**src/rtl/dcache_ctrl_if.sv**
```systemverilog
// rtl/dcache_ctrl_if.sv - signal bundle between dcache_ctrl, cache access logic and the coherence bus
// hit_count is present only when HIT_COUNT_EN is defined.
interface dcache_ctrl_if #(
  parameter int IDX_W       = 3,
  parameter int TAG_W       = 26,
  parameter int FLUSH_CNT_W = 4
);
  logic                   dmemREN;
  logic                   dmemWEN;
  logic                   halt;
  logic                   miss;
  logic [31:0]            dmemaddr;
  logic                   vic_dirty;
  logic [TAG_W-1:0]       vic_tag;
  logic [63:0]            vic_data;
  logic                   ccwait;
  logic [31:0]            ccsnoopaddr;
  logic                   snoop_hit_dirty;
  logic [63:0]            snoop_data;
  logic                   frame_dirty;
  logic [TAG_W-1:0]       frame_tag;
  logic [63:0]            frame_data;
  logic                   dwait;
  logic                   dREN;
  logic                   dWEN;
  logic [31:0]            daddr;
  logic [31:0]            dstore;
  logic                   ccwrite;
  logic                   cctrans;
  logic                   fill_en;
  logic                   fill_off;
  logic                   clean_en;
  logic [FLUSH_CNT_W-1:0] flush_frame;
  logic                   dhit;
  logic                   flushed;
`ifdef HIT_COUNT_EN
  logic [31:0]            hit_count;
`endif

  modport master (
    input  dmemREN, dmemWEN, halt, miss, dmemaddr,
    input  vic_dirty, vic_tag, vic_data,
    input  ccwait, ccsnoopaddr, snoop_hit_dirty, snoop_data,
    input  frame_dirty, frame_tag, frame_data, dwait,
    output dREN, dWEN, daddr, dstore, ccwrite, cctrans,
    output fill_en, fill_off, clean_en, flush_frame, dhit, flushed
`ifdef HIT_COUNT_EN
    , output hit_count
`endif
  );

  modport slave (
    output dmemREN, dmemWEN, halt, miss, dmemaddr,
    output vic_dirty, vic_tag, vic_data,
    output ccwait, ccsnoopaddr, snoop_hit_dirty, snoop_data,
    output frame_dirty, frame_tag, frame_data, dwait,
    input  dREN, dWEN, daddr, dstore, ccwrite, cctrans,
    input  fill_en, fill_off, clean_en, flush_frame, dhit, flushed
`ifdef HIT_COUNT_EN
    , input hit_count
`endif
  );
endinterface

```
**src/rtl/dcache_ctrl.sv**
```systemverilog
// rtl/dcache_ctrl.sv - dcache sequencing FSM: victim write-back, line fill, snoop forward, halt flush
// Optional HIT_COUNT_EN adds bus.hit_count (dhit cycles minus misses started from IDLE).
module dcache_ctrl #(
  parameter int IDX_W       = 3,
  parameter int TAG_W       = 26,
  parameter int FLUSH_CNT_W = 4
) (
  input logic           CLK,
  input logic           nRST,
  dcache_ctrl_if.master bus
);
  typedef enum logic [3:0] {
    IDLE, WB0, WB1, FETCH0, FETCH1, SNOOP, SWB0, SWB1, FLUSH, FWB0, FWB1, HALTED
  } state_t;

  state_t                 state, next_state, snoop_ret;
  logic [FLUSH_CNT_W-1:0] frame_cnt, next_cnt;
  logic                   done;
  logic                   req, off, cnt_last;
  logic [IDX_W-1:0]       req_idx, flush_idx;
  logic                   unused_addr;

  assign req         = bus.dmemREN | bus.dmemWEN;
  assign req_idx     = bus.dmemaddr[3 +: IDX_W];
  assign flush_idx   = frame_cnt[IDX_W-1:0];
  assign cnt_last    = &frame_cnt;
  // Snoops taken after the flush must land back in HALTED, not IDLE.
  assign snoop_ret   = done ? HALTED : IDLE;
  assign off         = (state == WB1) || (state == FETCH1) || (state == SWB1) || (state == FWB1);
  assign unused_addr = ^{bus.dmemaddr[2:0], bus.ccsnoopaddr[2:0]};

  assign bus.flush_frame = frame_cnt;
  assign bus.flushed     = done;

  function automatic logic [31:0] word_of(input logic [63:0] line, input logic sel);
    return sel ? line[63:32] : line[31:0];
  endfunction

  always_ff @(posedge CLK or negedge nRST) begin
    if (!nRST) begin
      state     <= IDLE;
      frame_cnt <= '0;
      done      <= 1'b0;
    end else begin
      state     <= next_state;
      frame_cnt <= next_cnt;
      if (next_state == HALTED) done <= 1'b1;
    end
  end

  always_comb begin
    next_state   = state;
    next_cnt     = frame_cnt;
    bus.dREN     = 1'b0;
    bus.dWEN     = 1'b0;
    bus.daddr    = '0;
    bus.dstore   = '0;
    bus.ccwrite  = 1'b0;
    bus.cctrans  = 1'b0;
    bus.fill_en  = 1'b0;
    bus.fill_off = 1'b0;
    bus.clean_en = 1'b0;
    bus.dhit     = 1'b0;
    case (state)
      IDLE: begin
        // Gated by reset so every output reads 0 while nRST is held low.
        bus.dhit = nRST & req & ~bus.miss & ~bus.halt;
        if (bus.ccwait)          next_state = SNOOP;
        else if (bus.halt)       next_state = FLUSH;
        else if (req & bus.miss) next_state = bus.vic_dirty ? WB0 : FETCH0;
      end
      WB0, WB1: begin
        bus.dWEN    = 1'b1;
        bus.cctrans = 1'b1;
        bus.daddr   = {bus.vic_tag, req_idx, off, 2'b00};
        bus.dstore  = word_of(bus.vic_data, off);
        if (!bus.dwait) next_state = (state == WB0) ? WB1 : FETCH0;
      end
      FETCH0, FETCH1: begin
        bus.dREN     = 1'b1;
        bus.cctrans  = 1'b1;
        bus.ccwrite  = bus.dmemWEN;
        bus.daddr    = {bus.dmemaddr[31:3], off, 2'b00};
        bus.fill_en  = ~bus.dwait;
        bus.fill_off = off;
        if (!bus.dwait) next_state = (state == FETCH0) ? FETCH1 : IDLE;
      end
      SNOOP: next_state = bus.snoop_hit_dirty ? SWB0 : snoop_ret;
      SWB0, SWB1: begin
        bus.dWEN    = 1'b1;
        bus.cctrans = 1'b1;
        bus.daddr   = {bus.ccsnoopaddr[31:3], off, 2'b00};
        bus.dstore  = word_of(bus.snoop_data, off);
        if (!bus.dwait) begin
          bus.clean_en = (state == SWB1);
          next_state   = (state == SWB0) ? SWB1 : snoop_ret;
        end
      end
      FLUSH: begin
        if (bus.frame_dirty) next_state = FWB0;
        else begin
          next_cnt = frame_cnt + 1'b1;
          if (cnt_last) next_state = HALTED;
        end
      end
      FWB0, FWB1: begin
        bus.dWEN    = 1'b1;
        bus.cctrans = 1'b1;
        bus.daddr   = {bus.frame_tag, flush_idx, off, 2'b00};
        bus.dstore  = word_of(bus.frame_data, off);
        if (!bus.dwait) begin
          if (state == FWB0) next_state = FWB1;
          else begin
            bus.clean_en = 1'b1;
            next_cnt     = frame_cnt + 1'b1;
            next_state   = cnt_last ? HALTED : FLUSH;
          end
        end
      end
      HALTED: if (bus.ccwait) next_state = SNOOP;
      default: next_state = IDLE;
    endcase
  end

`ifdef HIT_COUNT_EN
  logic [31:0] hit_cnt;

  always_ff @(posedge CLK or negedge nRST) begin
    if (!nRST) begin
      hit_cnt <= '0;
    end else if (state != HALTED) begin
      if (bus.dhit)
        hit_cnt <= hit_cnt + 32'd1;
      else if (state == IDLE && (next_state == WB0 || next_state == FETCH0))
        hit_cnt <= hit_cnt - 32'd1;
    end
  end

  assign bus.hit_count = hit_cnt;
`endif
endmodule

```
**src/flat_wrapper.sv**
```systemverilog
// flat-port wrapper written by rule: the top's interface ports become plain ports
module dcache_ctrl_flat 
#(
  parameter int IDX_W       = 3,
  parameter int TAG_W       = 26,
  parameter int FLUSH_CNT_W = 4
)
  (CLK, nRST, bus_dmemREN, bus_dmemWEN, bus_halt, bus_miss, bus_dmemaddr, bus_vic_dirty, bus_vic_tag, bus_vic_data, bus_ccwait, bus_ccsnoopaddr, bus_snoop_hit_dirty, bus_snoop_data, bus_frame_dirty, bus_frame_tag, bus_frame_data, bus_dwait, bus_dREN, bus_dWEN, bus_daddr, bus_dstore, bus_ccwrite, bus_cctrans, bus_fill_en, bus_fill_off, bus_clean_en, bus_flush_frame, bus_dhit, bus_flushed);
  dcache_ctrl_if #(.IDX_W(IDX_W), .TAG_W(TAG_W), .FLUSH_CNT_W(FLUSH_CNT_W)) bus_i ();
  input logic CLK;
  input logic nRST;
  input wire logic [$bits(bus_i.dmemREN)-1:0] bus_dmemREN;
  input wire logic [$bits(bus_i.dmemWEN)-1:0] bus_dmemWEN;
  input wire logic [$bits(bus_i.halt)-1:0] bus_halt;
  input wire logic [$bits(bus_i.miss)-1:0] bus_miss;
  input wire logic [$bits(bus_i.dmemaddr)-1:0] bus_dmemaddr;
  input wire logic [$bits(bus_i.vic_dirty)-1:0] bus_vic_dirty;
  input wire logic [$bits(bus_i.vic_tag)-1:0] bus_vic_tag;
  input wire logic [$bits(bus_i.vic_data)-1:0] bus_vic_data;
  input wire logic [$bits(bus_i.ccwait)-1:0] bus_ccwait;
  input wire logic [$bits(bus_i.ccsnoopaddr)-1:0] bus_ccsnoopaddr;
  input wire logic [$bits(bus_i.snoop_hit_dirty)-1:0] bus_snoop_hit_dirty;
  input wire logic [$bits(bus_i.snoop_data)-1:0] bus_snoop_data;
  input wire logic [$bits(bus_i.frame_dirty)-1:0] bus_frame_dirty;
  input wire logic [$bits(bus_i.frame_tag)-1:0] bus_frame_tag;
  input wire logic [$bits(bus_i.frame_data)-1:0] bus_frame_data;
  input wire logic [$bits(bus_i.dwait)-1:0] bus_dwait;
  output wire logic [$bits(bus_i.dREN)-1:0] bus_dREN;
  output wire logic [$bits(bus_i.dWEN)-1:0] bus_dWEN;
  output wire logic [$bits(bus_i.daddr)-1:0] bus_daddr;
  output wire logic [$bits(bus_i.dstore)-1:0] bus_dstore;
  output wire logic [$bits(bus_i.ccwrite)-1:0] bus_ccwrite;
  output wire logic [$bits(bus_i.cctrans)-1:0] bus_cctrans;
  output wire logic [$bits(bus_i.fill_en)-1:0] bus_fill_en;
  output wire logic [$bits(bus_i.fill_off)-1:0] bus_fill_off;
  output wire logic [$bits(bus_i.clean_en)-1:0] bus_clean_en;
  output wire logic [$bits(bus_i.flush_frame)-1:0] bus_flush_frame;
  output wire logic [$bits(bus_i.dhit)-1:0] bus_dhit;
  output wire logic [$bits(bus_i.flushed)-1:0] bus_flushed;
  assign bus_i.dmemREN = bus_dmemREN;
  assign bus_i.dmemWEN = bus_dmemWEN;
  assign bus_i.halt = bus_halt;
  assign bus_i.miss = bus_miss;
  assign bus_i.dmemaddr = bus_dmemaddr;
  assign bus_i.vic_dirty = bus_vic_dirty;
  assign bus_i.vic_tag = bus_vic_tag;
  assign bus_i.vic_data = bus_vic_data;
  assign bus_i.ccwait = bus_ccwait;
  assign bus_i.ccsnoopaddr = bus_ccsnoopaddr;
  assign bus_i.snoop_hit_dirty = bus_snoop_hit_dirty;
  assign bus_i.snoop_data = bus_snoop_data;
  assign bus_i.frame_dirty = bus_frame_dirty;
  assign bus_i.frame_tag = bus_frame_tag;
  assign bus_i.frame_data = bus_frame_data;
  assign bus_i.dwait = bus_dwait;
  assign bus_dREN = bus_i.dREN;
  assign bus_dWEN = bus_i.dWEN;
  assign bus_daddr = bus_i.daddr;
  assign bus_dstore = bus_i.dstore;
  assign bus_ccwrite = bus_i.ccwrite;
  assign bus_cctrans = bus_i.cctrans;
  assign bus_fill_en = bus_i.fill_en;
  assign bus_fill_off = bus_i.fill_off;
  assign bus_clean_en = bus_i.clean_en;
  assign bus_flush_frame = bus_i.flush_frame;
  assign bus_dhit = bus_i.dhit;
  assign bus_flushed = bus_i.flushed;
  dcache_ctrl #(.IDX_W(IDX_W), .TAG_W(TAG_W), .FLUSH_CNT_W(FLUSH_CNT_W)) u_core (.CLK(CLK), .nRST(nRST), .bus(bus_i));
endmodule
```
**config.mk**
```make
export PLATFORM = sky130hd
export DESIGN_NAME = dcache_ctrl_flat
export DESIGN_NICKNAME = d
export VERILOG_FILES = /design/src/rtl/dcache_ctrl_if.sv /design/src/rtl/dcache_ctrl.sv /design/src/flat_wrapper.sv
export SDC_FILE = /design/constraint.sdc
export NUM_CORES = 1
export LEC_CHECK = 0
export ABC_AREA = 1
export ABC_CLOCK_PERIOD_IN_PS = 2600
export BUFFER_PORTS_ARGS = -buffer_cell sky130_fd_sc_hd__buf_2
export CORE_AREA = 2 2 154 156
export DETAILED_ROUTE_END_ITERATION = 10
export DIE_AREA = 0 0 156 158
export GPL_TIMING_DRIVEN = 0
export PLACE_DENSITY_LB_ADDON = 0.2
export SETUP_SLACK_MARGIN = 0.3
export SLEW_MARGIN = 0
export SYNTH_ARGS = -nofsm -noshare
export SYNTH_HDL_FRONTEND = slang
export SYNTH_SLANG_ARGS = --single-unit
```
**constraint.sdc**
```tcl
create_clock -name CLK -period 2.6 [get_ports CLK]
set_input_delay 0.13 -clock CLK [delete_from_list [all_inputs] [get_ports CLK]]
set_output_delay 0.13 -clock CLK [all_outputs]
set_load 0.05 [all_outputs]
```
==> results.ini <==
[drt]
ant_nets=0
dr.pass1.iters=4
drc_errors=0
totalWireLength_um=23000
routedWlPerCell_um=18.6
drt_iter0_drc=259
avgViaCountPerCell=4.41
vias=5458

[synthesis]
synthTopCellsByArea=nand2_1 (23%), nor2_1 (9.9%), a22o_1 (9.4%), a22oi_1 (8.3%), dfrtp_1 (7.6%)
synth.ff_latch_count=9
synth_edf_count=0
avgSynthCellArea_um2=5.48
ys_types=34
yosysWarnings=0
yosysSeqAreaShare_pct=7.56
synth_top_area_share_pct=23.4
syn_area_um2=2980
syn_inst=544
synth_largest_area_cell=nand2_1
async_flop_share_pct=100
ys.flop_type=dfrtp_1

[sta]
worst_slack_ps=374
finalMaxSlewViolations=0
hold_ws_ps=282
fin_crit_ps=2230
grt_setup_unrepaired=yes
fin_setup_tns_ps=0
fin_crit_sh_pct=85.6
fin_skew_ps=0.707
setup_viol=0
max_freq_mhz=449
max_slew.worst_pin.slew_ps=553
finalHoldViolations=0
slew_headroom_pct=62.7

[worst_setup_path]
crit_chain=inv_2 -> nor2_4 -> nand2_4 -> o21ai_4 -> nor2_4 -> buf_12 -> inv_2 -> buf_8 -> buf_12 -> o211ai_1 -> buf_4
r2r_slack_ps=960
slowest_delay_ps=410
slowest_stage=dfrtp_1
crit_required_ps=2470
path_max_fanout=10
startpoint_type=flop
end_kind=output pin
reg2regPathDepth=10
timing.rr.start=u_core.state[3]$_DFF_PN0_
r2r-end=u_core.bus.flushed$_DFFE_PN0N_
arrival_ps=2100
path_class=reg2out

[clock_tree]
htreeDepth=1
numCtsBuffers=3
clk_latency_ps=230
clkTransAtPathRegs_ps=40
cts_tree=built
clockRootBuffer=clkbuf_16
clockBufferDepth=2
clkSinkCount=9

[power_and_ir_drop]
power_switching_share_pct=66.8
clockPowerShare_pct=2.8
p_sw_mw=6.48
cellLeakagePower_nw=3.14
ir_worst_vdd_mv=0.802
p_seq_share_pct=2.9
p_int_mw=3.22
power_mw=9.70
p_per_area_nw_per_um2=1650
power_frac_comb_pct=94.3

[cells_and_area]
fillCellCount=2718
drive_above_1_share_pct=50.6
fin_nets=1267
syn2layout_area_growth_pct=96.6
multi_input_area_um2=2490
fin_cells=1238
regArea_um2=228

[grt]
grt-ovfl-total=0
grt_antenna_before_repair=6
grt.total_usage_pct=17.1
grt_first_pass_wirelength_um=31700
grt_max_degree=11
grt_pass1_vias=5230

[hold_path]
hold_end=u_core.state[2]$_DFF_PN0_
hold_depth=3
hold_path.class=in2reg
worstHoldStart=bus_snoop_hit_dirty

[floorplan]
io_pins=396
initial_core_util_pct=12.9
die_y_um=158
coreArea_um2=23100
die_width_um=156
dieArea_um2=24600
core.rowCount=56

[run_status]
status=finished clean

[placement]
hpwl_um=19500
port_buffers=386
place_inst=1221
pre_cts_slack_ps=-56.6
gp_congestion=0.839

[flow_run]
max_cap_violations=0

how the worst max path moves through the flow:
stage	endpoint	depth (start not counted)	startpoint
2_1_floorplan	bus_ccwrite	8	u_core.state[0]$_DFF_PN0_
5_1_grt	bus_dstore[1]	11	u_core.state[0]$_DFF_PN0_
4_1_cts	bus_dstore[4]	11	u_core.state[2]$_DFF_PN0_
6_report	bus_dstore[24]	11	u_core.state[3]$_DFF_PN0_
3_5_place_dp	bus_dstore[4]	9	u_core.state[1]$_DFF_PN0_
3_3_place_gp	bus_dstore[4]	9	u_core.state[1]$_DFF_PN0_
layout make-up:
type,count,share of cell area [%]
Clock buffer,4,1.35
Tap cell,290,6.19
Buffer,45,6.88
Inverter,24,1.84
Multi-Input combinational cell,467,42.5
Antenna cell,2,0.0854
Timing Repair Buffer,397,37.2
Sequential cell,9,3.89
Yosys cell counts (5+ instances only):
| library cell | n |
|---|---|
| a22o_1 | 32 |
| a22oi_1 | 33 |
| buf_2 | 22 |
| buf_6 | 5 |
| clkbuf_1 | 10 |
| dfrtp_1 | 9 |
| inv_1 | 17 |
| inv_2 | 7 |
| nand2_1 | 186 |
| nand3_1 | 12 |
| nand4_1 | 29 |
| nor2_1 | 79 |
| o211ai_1 | 27 |
| o211ai_2 | 6 |
| o21ai_0 | 21 |
| o21ai_1 | 15 |
power groups by stage:
| stage | sequential [mW] | clock (mW) | combinational [mW] |
|---|---|---|---|
| final | 0.285 | 0.268 | 9.14 |
| after global routing | 0.295 | 0.285 | 9.71 |
| after CTS | 0.275 | 0.276 | 8.83 |
| after detailed placement | 0.269 | 0 | 8.22 |
| after global placement | 0.270 | 0 | 8.24 |
| after floorplan | 0.355 | 0 | 5.75 |
layer usage:
metal	share of wire (%)	routed length [µm]	vias to the layer above	track usage, %
met5	0.056	13	-	0
met4	1.4	331	2	3.19
met3	6.6	1520	24	2.44
met2	51	11600	273	32.1
met1	41	9520	2456	20.8
li1	-	-	2703	-
cell families after synthesis:
kind of cell	after synthesis	share of synthesized area [%]
AND/OR/NAND/NOR	318	44.3
AO/OA/AOI/OAI	142	34.9
buffers and inverters	69	11.4
flip-flops	9	7.56
XOR/XNOR	3	0.882
adder cells (fa/ha/maj)	1	0.420
other	1	0.126
multiplexers	1	0.378
metrics by stage:
| step | util (%) | instance area, µm² |
|---|---|---|
| 6_report | 25.4 | 5860 |
| 5_1_grt | 25.4 | 5850 |
| 4_1_cts | 24.5 | 5640 |
| 3_5_place_dp | 22.9 | 5290 |
| 3_3_place_gp | 22.9 | 5290 |
| 2_1_floorplan | - | 2990 |
sequential cells by signal, summed over array words and instances, names as in the netlist:
register                cells
u_core.state                4
u_core.bus.flush_frame      4
u_core.bus.flushed          1
worst max-delay path, delay by kind of cell (launching register included):
| kind | cells | cell delay, ps |
|---|---|---|
| buffers and inverters | 6 | 870 |
| flip-flops | 1 | 410 |
| AND/OR/NAND/NOR | 3 | 280 |
| AO/OA/AOI/OAI | 2 | 260 |
layout by cell type (no fill, tap or decap), drive strengths merged, types with 2 or more instances in the layout:
cell type	netlist	routed
nand4	29	29
o21ai	37	37
a22oi	33	33
nor2	84	84
diode	0	2
inv	24	23
a22o	32	32
nand2	190	190
conb	1	2
nand3	12	12
buf	34	423
a21oi	4	4
xor2	3	3
o211ai	33	33
clkbuf	11	22
dfrtp	9	9
repair_timing:
action | 4_1_cts | 5_1_grt
endpoints found under the hold margin | 9 | 0
endpoints found under the setup margin | 65 | 66
setup buffers | 6 | 4
pin swaps | 2 | 7
hold buffers | 1 | 0
gates resized for setup | 86 | 77
gates cloned | 0 | 0
Power figures use the tool's default switching activity.
